## config.mk

```make
export PLATFORM = sky130hd
export DESIGN_NAME = mem_wb_stage_flat
export DESIGN_NICKNAME = d
export VERILOG_FILES = /design/src/rtl/mem_wb_if.sv /design/src/rtl/mem_wb_stage.sv /design/src/flat_wrapper.sv
export SDC_FILE = /design/constraint.sdc
export NUM_CORES = 1
export LEC_CHECK = 0
export BUFFER_PORTS_ARGS = -buffer_cell sky130_fd_sc_hd__buf_2
export CELL_PAD_IN_SITES_DETAIL_PLACEMENT = 0
export CELL_PAD_IN_SITES_GLOBAL_PLACEMENT = 1
export CORE_MARGIN = 4
export CORE_UTILIZATION = 32
export CTS_CLUSTER_SIZE = 20
export DETAILED_ROUTE_END_ITERATION = 16
export PLACE_DENSITY = 0.85
export REMOVE_ABC_BUFFERS = 1
export SLEW_MARGIN = 20
export SYNTH_ARGS = -nofsm -noshare
export SYNTH_HDL_FRONTEND = slang
export SYNTH_SLANG_ARGS = --single-unit
```

## constraint.sdc

```tcl
create_clock -name clk -period 2.2 [get_ports clk]
set_input_delay 0.33 -clock clk [delete_from_list [all_inputs] [get_ports clk]]
set_output_delay 0.33 -clock clk [all_outputs]
set_load 0.01 [all_outputs]
```

## src/rtl/mem_wb_if.sv

```systemverilog
// MEM/WB stage port bundle: stage controls and MEM-side inputs, plus the
// registered WB-side outputs that feed the register file and forwarding unit.
interface mem_wb_if #(
  parameter int XLEN       = 32,
  parameter int REG_ADDR_W = 5,
  parameter int CNT_W      = 32
);
  logic                  stall;
  logic                  flush;
  logic                  mem_valid;
  logic [REG_ADDR_W-1:0] mem_rd;
  logic                  mem_reg_write;
  logic [1:0]            mem_result_sel;
  logic [2:0]            mem_funct3;
  logic [XLEN-1:0]       mem_alu_result;
  logic [XLEN-1:0]       mem_pc_plus4;
  logic [XLEN-1:0]       mem_load_data;

  logic                  wb_valid;
  logic [REG_ADDR_W-1:0] wb_rd;
  logic                  wb_reg_write;
  logic [XLEN-1:0]       wb_write_data;
  logic [XLEN-1:0]       forward_mem_wb;
  logic                  wb_illegal;
  logic [CNT_W-1:0]      wb_retired_count;

  modport master (
    output stall, flush, mem_valid, mem_rd, mem_reg_write, mem_result_sel,
           mem_funct3, mem_alu_result, mem_pc_plus4, mem_load_data,
    input  wb_valid, wb_rd, wb_reg_write, wb_write_data, forward_mem_wb,
           wb_illegal, wb_retired_count
  );

  modport slave (
    input  stall, flush, mem_valid, mem_rd, mem_reg_write, mem_result_sel,
           mem_funct3, mem_alu_result, mem_pc_plus4, mem_load_data,
    output wb_valid, wb_rd, wb_reg_write, wb_write_data, forward_mem_wb,
           wb_illegal, wb_retired_count
  );
endinterface

```

## src/rtl/mem_wb_stage.sv

```systemverilog
// MEM/WB pipeline register: selects and extends writeback data, registers it
// for the register file and forwarding unit, and counts retired instructions.
module mem_wb_stage #(
  parameter int XLEN       = 32,
  parameter int REG_ADDR_W = 5,
  parameter int CNT_W      = 32
) (
  input  logic     clk,
  input  logic     rst_n,
  mem_wb_if.slave  bus
);

  typedef enum logic [1:0] {
    SEL_ALU  = 2'b00,
    SEL_LOAD = 2'b01,
    SEL_PC4  = 2'b10,
    SEL_RSVD = 2'b11
  } result_sel_e;

  typedef enum logic [2:0] {
    F3_LB  = 3'b000,
    F3_LH  = 3'b001,
    F3_LW  = 3'b010,
    F3_LBU = 3'b100,
    F3_LHU = 3'b101
  } load_f3_e;

  logic [7:0]      byte_val;
  logic [15:0]     half_val;
  logic [XLEN-1:0] load_val;
  logic            load_bad;
  logic [XLEN-1:0] wr_data;
  logic            sel_bad;
  logic            next_reg_write;
  logic            next_illegal;

  // NOTE: every signal assigned in always_comb gets a default at the top so no
  // path through the case statements can leave it unassigned and infer a latch.
  always_comb begin
    byte_val = 8'(bus.mem_load_data >> {bus.mem_alu_result[1:0], 3'b000});
    half_val = 16'(bus.mem_load_data >> {bus.mem_alu_result[1], 4'b0000});
    load_val = '0;
    load_bad = 1'b0;
    wr_data  = '0;
    sel_bad  = 1'b0;

    case (load_f3_e'(bus.mem_funct3))
      F3_LB:   load_val = {{(XLEN-8){byte_val[7]}}, byte_val};
      F3_LBU:  load_val = {{(XLEN-8){1'b0}}, byte_val};
      F3_LH:   load_val = {{(XLEN-16){half_val[15]}}, half_val};
      F3_LHU:  load_val = {{(XLEN-16){1'b0}}, half_val};
      F3_LW:   load_val = bus.mem_load_data;
      default: load_bad = 1'b1;
    endcase

    case (result_sel_e'(bus.mem_result_sel))
      SEL_ALU:  wr_data = bus.mem_alu_result;
      SEL_LOAD: begin
        wr_data = load_val;
        sel_bad = load_bad;
      end
      SEL_PC4:  wr_data = bus.mem_pc_plus4;
      default:  sel_bad = 1'b1;
    endcase

    // Illegal entries never write the register file; x0 is never written.
    next_illegal   = bus.mem_valid & sel_bad;
    next_reg_write = bus.mem_valid & bus.mem_reg_write & ~sel_bad &
                     (bus.mem_rd != '0);
  end

  // NOTE: sequential state uses non-blocking assignments so every register
  // samples the pre-edge values, independent of statement order.
  always_ff @(posedge clk) begin
    if (!rst_n) begin
      bus.wb_valid         <= 1'b0;
      bus.wb_rd            <= '0;
      bus.wb_reg_write     <= 1'b0;
      bus.wb_write_data    <= '0;
      bus.wb_illegal       <= 1'b0;
      bus.wb_retired_count <= '0;
    end else if (bus.flush) begin
      bus.wb_valid      <= 1'b0;
      bus.wb_rd         <= '0;
      bus.wb_reg_write  <= 1'b0;
      bus.wb_write_data <= '0;
      bus.wb_illegal    <= 1'b0;
    end else if (!bus.stall) begin
      bus.wb_valid      <= bus.mem_valid;
      bus.wb_rd         <= bus.mem_rd;
      bus.wb_reg_write  <= next_reg_write;
      bus.wb_write_data <= wr_data;
      bus.wb_illegal    <= next_illegal;
      if (bus.mem_valid)
        bus.wb_retired_count <= bus.wb_retired_count + CNT_W'(1);
    end
  end

  assign bus.forward_mem_wb = bus.wb_write_data;

endmodule

```

## src/flat_wrapper.sv

```systemverilog
// flat-port wrapper written by rule: the top's interface ports become plain ports
module mem_wb_stage_flat 
#(
  parameter int XLEN       = 32,
  parameter int REG_ADDR_W = 5,
  parameter int CNT_W      = 32
)
  (clk, rst_n, bus_stall, bus_flush, bus_mem_valid, bus_mem_rd, bus_mem_reg_write, bus_mem_result_sel, bus_mem_funct3, bus_mem_alu_result, bus_mem_pc_plus4, bus_mem_load_data, bus_wb_valid, bus_wb_rd, bus_wb_reg_write, bus_wb_write_data, bus_forward_mem_wb, bus_wb_illegal, bus_wb_retired_count);
  mem_wb_if #(.XLEN(XLEN), .REG_ADDR_W(REG_ADDR_W), .CNT_W(CNT_W)) bus_i ();
  input  logic clk;
  input  logic rst_n;
  input wire logic [$bits(bus_i.stall)-1:0] bus_stall;
  input wire logic [$bits(bus_i.flush)-1:0] bus_flush;
  input wire logic [$bits(bus_i.mem_valid)-1:0] bus_mem_valid;
  input wire logic [$bits(bus_i.mem_rd)-1:0] bus_mem_rd;
  input wire logic [$bits(bus_i.mem_reg_write)-1:0] bus_mem_reg_write;
  input wire logic [$bits(bus_i.mem_result_sel)-1:0] bus_mem_result_sel;
  input wire logic [$bits(bus_i.mem_funct3)-1:0] bus_mem_funct3;
  input wire logic [$bits(bus_i.mem_alu_result)-1:0] bus_mem_alu_result;
  input wire logic [$bits(bus_i.mem_pc_plus4)-1:0] bus_mem_pc_plus4;
  input wire logic [$bits(bus_i.mem_load_data)-1:0] bus_mem_load_data;
  output wire logic [$bits(bus_i.wb_valid)-1:0] bus_wb_valid;
  output wire logic [$bits(bus_i.wb_rd)-1:0] bus_wb_rd;
  output wire logic [$bits(bus_i.wb_reg_write)-1:0] bus_wb_reg_write;
  output wire logic [$bits(bus_i.wb_write_data)-1:0] bus_wb_write_data;
  output wire logic [$bits(bus_i.forward_mem_wb)-1:0] bus_forward_mem_wb;
  output wire logic [$bits(bus_i.wb_illegal)-1:0] bus_wb_illegal;
  output wire logic [$bits(bus_i.wb_retired_count)-1:0] bus_wb_retired_count;
  assign bus_i.stall = bus_stall;
  assign bus_i.flush = bus_flush;
  assign bus_i.mem_valid = bus_mem_valid;
  assign bus_i.mem_rd = bus_mem_rd;
  assign bus_i.mem_reg_write = bus_mem_reg_write;
  assign bus_i.mem_result_sel = bus_mem_result_sel;
  assign bus_i.mem_funct3 = bus_mem_funct3;
  assign bus_i.mem_alu_result = bus_mem_alu_result;
  assign bus_i.mem_pc_plus4 = bus_mem_pc_plus4;
  assign bus_i.mem_load_data = bus_mem_load_data;
  assign bus_wb_valid = bus_i.wb_valid;
  assign bus_wb_rd = bus_i.wb_rd;
  assign bus_wb_reg_write = bus_i.wb_reg_write;
  assign bus_wb_write_data = bus_i.wb_write_data;
  assign bus_forward_mem_wb = bus_i.forward_mem_wb;
  assign bus_wb_illegal = bus_i.wb_illegal;
  assign bus_wb_retired_count = bus_i.wb_retired_count;
  mem_wb_stage #(.XLEN(XLEN), .REG_ADDR_W(REG_ADDR_W), .CNT_W(CNT_W)) u_core (.clk(clk), .rst_n(rst_n), .bus(bus_i));
endmodule
```

Yosys cells after proc, flatten, opt, wreduce, memory -nomap -nowiden
Cells that the tools add are included.
- bits in registers: 72
- word-level logic and storage cells: 34
- multiplexer cells: 4
- reductions and logical operators: 7
- add/subtract/negate cells: 1
- shifts and indexed selects: 2
- bitwise logic cells: 8
- eq/ne operators: 6
- operators by type and width (operator ; count):
    case mux 32 bit (5 select lines) ; 1
    case mux 32 bit (3 select lines) ; 1
    adder 32 x 1 -> 32 bit (second input constant) ; 1
    right shift 32 x 5 -> 16 bit ; 1
    right shift 32 x 5 -> 8 bit ; 1
    equality test 3 bit (second input constant) ; 2
    nonzero test 5 bit ; 1
    OR reduction 5 bit ; 1
    bitwise AND 1 bit ; 4
    NOT 1 bit ; 4
    OR reduction 2 bit ; 2
    equality test 3 x 1 -> 1 bit (second input constant) ; 1
    equality test 3 x 2 -> 1 bit (second input constant) ; 1
    logical NOT 3 bit ; 1
    AND reduction 3 bit ; 1
    equality test 2 x 1 -> 1 bit (second input constant) ; 1
    equality test 2 bit (second input constant) ; 1
    logical NOT 2 bit ; 1
    case mux 1 bit (2 select lines) ; 1
    two-way mux 1 bit ; 1

Depth between registers and ports, before layout
- depth after elaboration: 7
- gate-level depth with buffers: 7
- gate-level depth less buffers: 6

Least setup slack after synthesis
No wires, ideal clock.
- path kind: input -> register
- from: input bus_mem_funct3[0]
- to: register u_core.bus.wb_write_data[23] (netlist: u_core.bus.forward_mem_wb[23])
- arrival: 1.570 ns
- stages: 7
- path slack: 0.498 ns
- cells stage by stage: buf_2 nor2_1 mux2i_1 buf_2 o21ai_1 a221oi_1 nor3_1
- cells in the longest elaborated chain, start to end: 3
- ends and longest elaborated chain (item ; RTL line ; source):
    from (decl) ; flat_wrapper.sv:18 ; input wire logic [$bits(bus_i.mem_funct3)-1:0] bus_mem_funct3;
    equality test 3 x 2 -> 1 bit (tied with other cells) ; mem_wb_stage.sv:47 ; case (load_f3_e'(bus.mem_funct3))
    case mux 32 bit (5 select lines) * ; mem_wb_stage.sv:47 ;
    case mux 32 bit (3 select lines) * ; mem_wb_stage.sv:56 ; case (result_sel_e'(bus.mem_result_sel))
    to (signal assigned) ; mem_wb_stage.sv:92 ; bus.wb_write_data <= wr_data;
    to (decl) ; mem_wb_if.sv:37 ; output wb_valid, wb_rd, wb_reg_write, wb_write_data, forward_mem_wb,
Mark *: on every way between the ends. The rest lies on a longest branch, timed or not.
A chain may end at the register's enable or synchronous reset.

Worst setup path in the final report
- from: register u_core.bus.wb_retired_count[0] (netlist name)
- to: register u_core.bus.wb_retired_count[28] (netlist name)
- cells in the longest elaborated chain, start to end: 1
- ends and longest elaborated chain (item ; RTL line ; source):
    from (decl) ; mem_wb_if.sv:38 ; wb_illegal, wb_retired_count
    from (signal assigned) ; mem_wb_stage.sv:95 ; bus.wb_retired_count <= bus.wb_retired_count + CNT_W'(1);
    adder 32 x 1 -> 32 bit ; mem_wb_stage.sv:95 ;
No other way between the ends.

==> flow_metrics.env <==
export IMPL_ir_drop_v=0.0003340
export IMPL_viasPerCell=5.233
export IMPL_slowest_delay_ns=0.57
export IMPL_synth_area_um2=4239
export IMPL_synthTopCellsByArea="dfxtp_1, mux2i_1, buf_4"
export IMPL_critPathArrivalTime_ns=2.20
export IMPL_grt_util_all_layers_pct=19.27
export IMPL_fin_crit_sh_pct=89.93
export IMPL_row_count=41
export IMPL_finClkSkew_ns=0.005707
export IMPL_clkSlewWorstSetupHoldPaths_ns=0.06
export IMPL_seq_area_frac_synth_pct=34.00
export IMPL_synth_area_leader_cell="dfxtp_1"
export IMPL_die_height_um=123.1
export IMPL_root_buffer="clkbuf_16"
export IMPL_synthCells=497
export IMPL_seq_power_share_pct=40.2
export IMPL_rsz0062_at_grt="false"
export IMPL_cts_sinks=72
export IMPL_globalplace_congestion=0.8686
export IMPL_via_count=4464
export IMPL_fp_dieArea_um2=15150
export IMPL_reg2reg_to="u_core.bus.wb_retired_count[28]"
export IMPL_port_buffers=215
export IMPL_hold_path_depth=2
export IMPL_setup_worst_path_end="u_core.bus.wb_retired_count[28]"
export IMPL_p_clk_share_pct=45.0
export IMPL_ff2ff_setup_slack_ns=0.22
export IMPL_multi_input_area_um2=2397
export IMPL_seq_area_um2=1441
export IMPL_total_power_mw=3.337
export IMPL_htree_levels=3
export IMPL_drt_iter0_drc=340
export IMPL_first_pass_iters=7
export IMPL_critPathLaunchType="flip-flop"
export IMPL_cts_setup_buffers=0
export IMPL_crit_type="flip-flop to flip-flop"
export IMPL_synthFlopType="dfxtp_1"
export IMPL_power_density_nw_per_um2=596.1
export IMPL_postCtsHoldBufs=0
export IMPL_route_detailed_drc=0
export IMPL_relSlewSlack_pct=31.27
export IMPL_core_area_um2=12770
export IMPL_num_fill_cells=1290
export IMPL_ys_warn_count=0
export IMPL_hold_class="primary input to flip-flop"
export IMPL_die_x_um=123.1
export IMPL_ctsResizeCount=0
export IMPL_synth_seq_cells=72
export IMPL_drv_slew=0
export IMPL_nets=788
export IMPL_swShare_pct=25.68
export IMPL_worstMarginPinSlew_ns=1.027
export IMPL_crit_path_end_kind="flip-flop"
export IMPL_dp_hpwl_um=11910
export IMPL_grt_pass1_vias=4379
export IMPL_syn_area_per_cell_um2=8.529
export IMPL_cts_tree="done"
export IMPL_clkLatencyLatePin_ns=0.33
export IMPL_grt_pass1_wl_um=22730
export IMPL_r2r_cells=6
export IMPL_synthDistinctLibCells=50
export IMPL_power_leakage_nw=2.647
export IMPL_grt_max_degree=34
export IMPL_routed_wl_um=15010
export IMPL_synth_top_cell_area_share_pct=34.00
export IMPL_ios=216
export IMPL_grt_ovfl_total=0
export IMPL_reg2reg_from="u_core.bus.wb_retired_count[0]"
export IMPL_run_status="completed"
export IMPL_crit_path_top_delay_cell="nor4_4"
export IMPL_cts_max_path_buffers=2
export IMPL_max_cap_violations=0
export IMPL_comb_power_share_pct=14.8
export IMPL_crit_path_start="u_core.bus.wb_retired_count[0]"
export IMPL_setup_violations=0
export IMPL_p_sw_mw=0.8569
export IMPL_critPathRequiredTime_ns=2.42
export IMPL_p_int_mw=2.480
export IMPL_tns_ns=0
export IMPL_routedWlPerCell_um=17.59
export IMPL_cts_made_buffers=9
export IMPL_hold_path_startpoint="bus_mem_load_data[3]"
export IMPL_final_layout_size_suffix_gt1_share_pct=40.59
export IMPL_period_needed_ns=1.978
export IMPL_fmax_mhz=505.4
export IMPL_synth_edf_count=0
export IMPL_antenna_left=0
export IMPL_grt_antenna_before_repair=2
export IMPL_hold_violations=0
export IMPL_start_util_pct=33.19
export IMPL_synthArstFlopShare_pct=0
export IMPL_cp_cell_sequence="ha_1, nand4bb_1, nor4_4, nand4_1, xor2_1, nor2_1"
export IMPL_cp_max_fo=10
export IMPL_area_growth_pct=32.05
## final cells by class
| class | count | share of cell area (%) |
|---|---|---|
| Inverter | 6 | 0.4023 |
| Clock inverter | 5 | 0.9835 |
| Timing Repair Buffer | 233 | 21.64 |
| Clock buffer | 11 | 4.515 |
| Sequential cell | 72 | 25.75 |
| Antenna cell | 1 | 0.04470 |
| Multi-Input combinational cell | 353 | 42.83 |
| Tap cell | 172 | 3.844 |
## power groups by stage
stage | Clock, mW | Sequential, mW | Combinational, mW
after global routing | 1.57 | 1.34 | 0.539
after detailed placement | 0 | 1.37 | 0.492
after CTS | 1.53 | 1.34 | 0.493
after floorplan | 0 | 1.38 | 0.199
final | 1.50 | 1.34 | 0.493
after global placement | 0 | 1.37 | 0.487
## stage by stage
stage	cell area (um^2)	worst slack [ns]	util [%]	std cells	hold slack, ns
final	5598	0.2215	43.82	853	0.1888
after global routing	5598	0.08827	43.82	853	0.1906
after CTS	5588	0.2045	43.75	852	0.1793
after detailed placement	5280	0.1480	41.34	836	0.4503
after global placement	5280	0.2499	41.34	836	0.4481
after floorplan	3849	0.1320	-	431	0.4402
## sequential cells by signal, summed over array words and instances, names as in the netlist
signal / flops
u_core.bus.wb_retired_count: 32
u_core.bus.forward_mem_wb: 32
u_core.bus.wb_reg_write: 1
u_core.bus.wb_rd: 5
u_core.bus.wb_illegal: 1
u_core.bus.wb_valid: 1
## layer usage
layer | part of all wire [%] | global-route usage, % | up-vias
li1 | - | - | 2143
met1 | 42 | 23.47 | 2094
met2 | 48 | 32.32 | 203
met3 | 8.5 | 5.261 | 22
met4 | 1.9 | 7.543 | 2
met5 | 0.087 | 0 | -
## worst min-delay path by stage
stage,to,slack (ns)
global placement,u_core.bus.wb_reg_write,0.45
finish,u_core.bus.forward_mem_wb[3],0.19
CTS,u_core.bus.forward_mem_wb[3],0.18
floorplan,u_core.bus.forward_mem_wb[1],0.44
detailed placement,u_core.bus.wb_illegal,0.45
global route,u_core.bus.forward_mem_wb[3],0.19
## cell usage in the layout (no fill, tap or decap), drive strengths merged, types with 2 or more instances in the layout
cell type,n
nand2,36
nor3b,3
nor2,57
mux2i,33
nor3,23
a21oi,24
o21ai,26
clkinvlp,2
o221ai,9
nand2b,4
nand4,16
clkbuf,11
xnor2,5
nor2b,3
clkinv,2
inv,6
mux2,15
xor2,22
a21o,3
or3,3
and3,5
dfxtp,72
nand3,8
a222oi,5
a221oi,24
o22ai,2
a22oi,10
or4,2
nor4,3
o21a,2
buf,233
## cells in the mapped netlist, drive strengths merged, types with 2 or more instances
master and n:
buf 50, nor2b 3, a221oi 24, o221ai 9, or4 2, inv 6, nand2b 4, mux2 15
dfxtp 72, nor3b 3, nor2 57, o21a 2, or3 3, nand4 16, clkbuf 16, nand3 8
and3 5, o22ai 2, mux2i 33, a21o 3, xnor2 5, nor4 3, xor2 22, nand2 36
o21ai 26, a22oi 10, a222oi 5, nor3 23, a21oi 24
## critical path: cells and delay by family, from the launching register on
family	cells	cell delay (ns)
simple gates	4	1.06
flops	1	0.42
fa+ha+maj	1	0.21
xor+xnor	1	0.19
## cells by family after synthesis
family                     after synthesis  share of synthesized area, %
AOI/OAI and AO/OA                      110                         17.92
xor gates and xnor gates                27                         5.578
adders and majority gates                1                        0.2951
buffers and inverters                   72                         9.740
DFF                                     72                         34.00
muxes                                   48                         11.78
and+or+nand+nor                        167                         20.69
No activity file was read; power rests on OpenSTA's default activity.
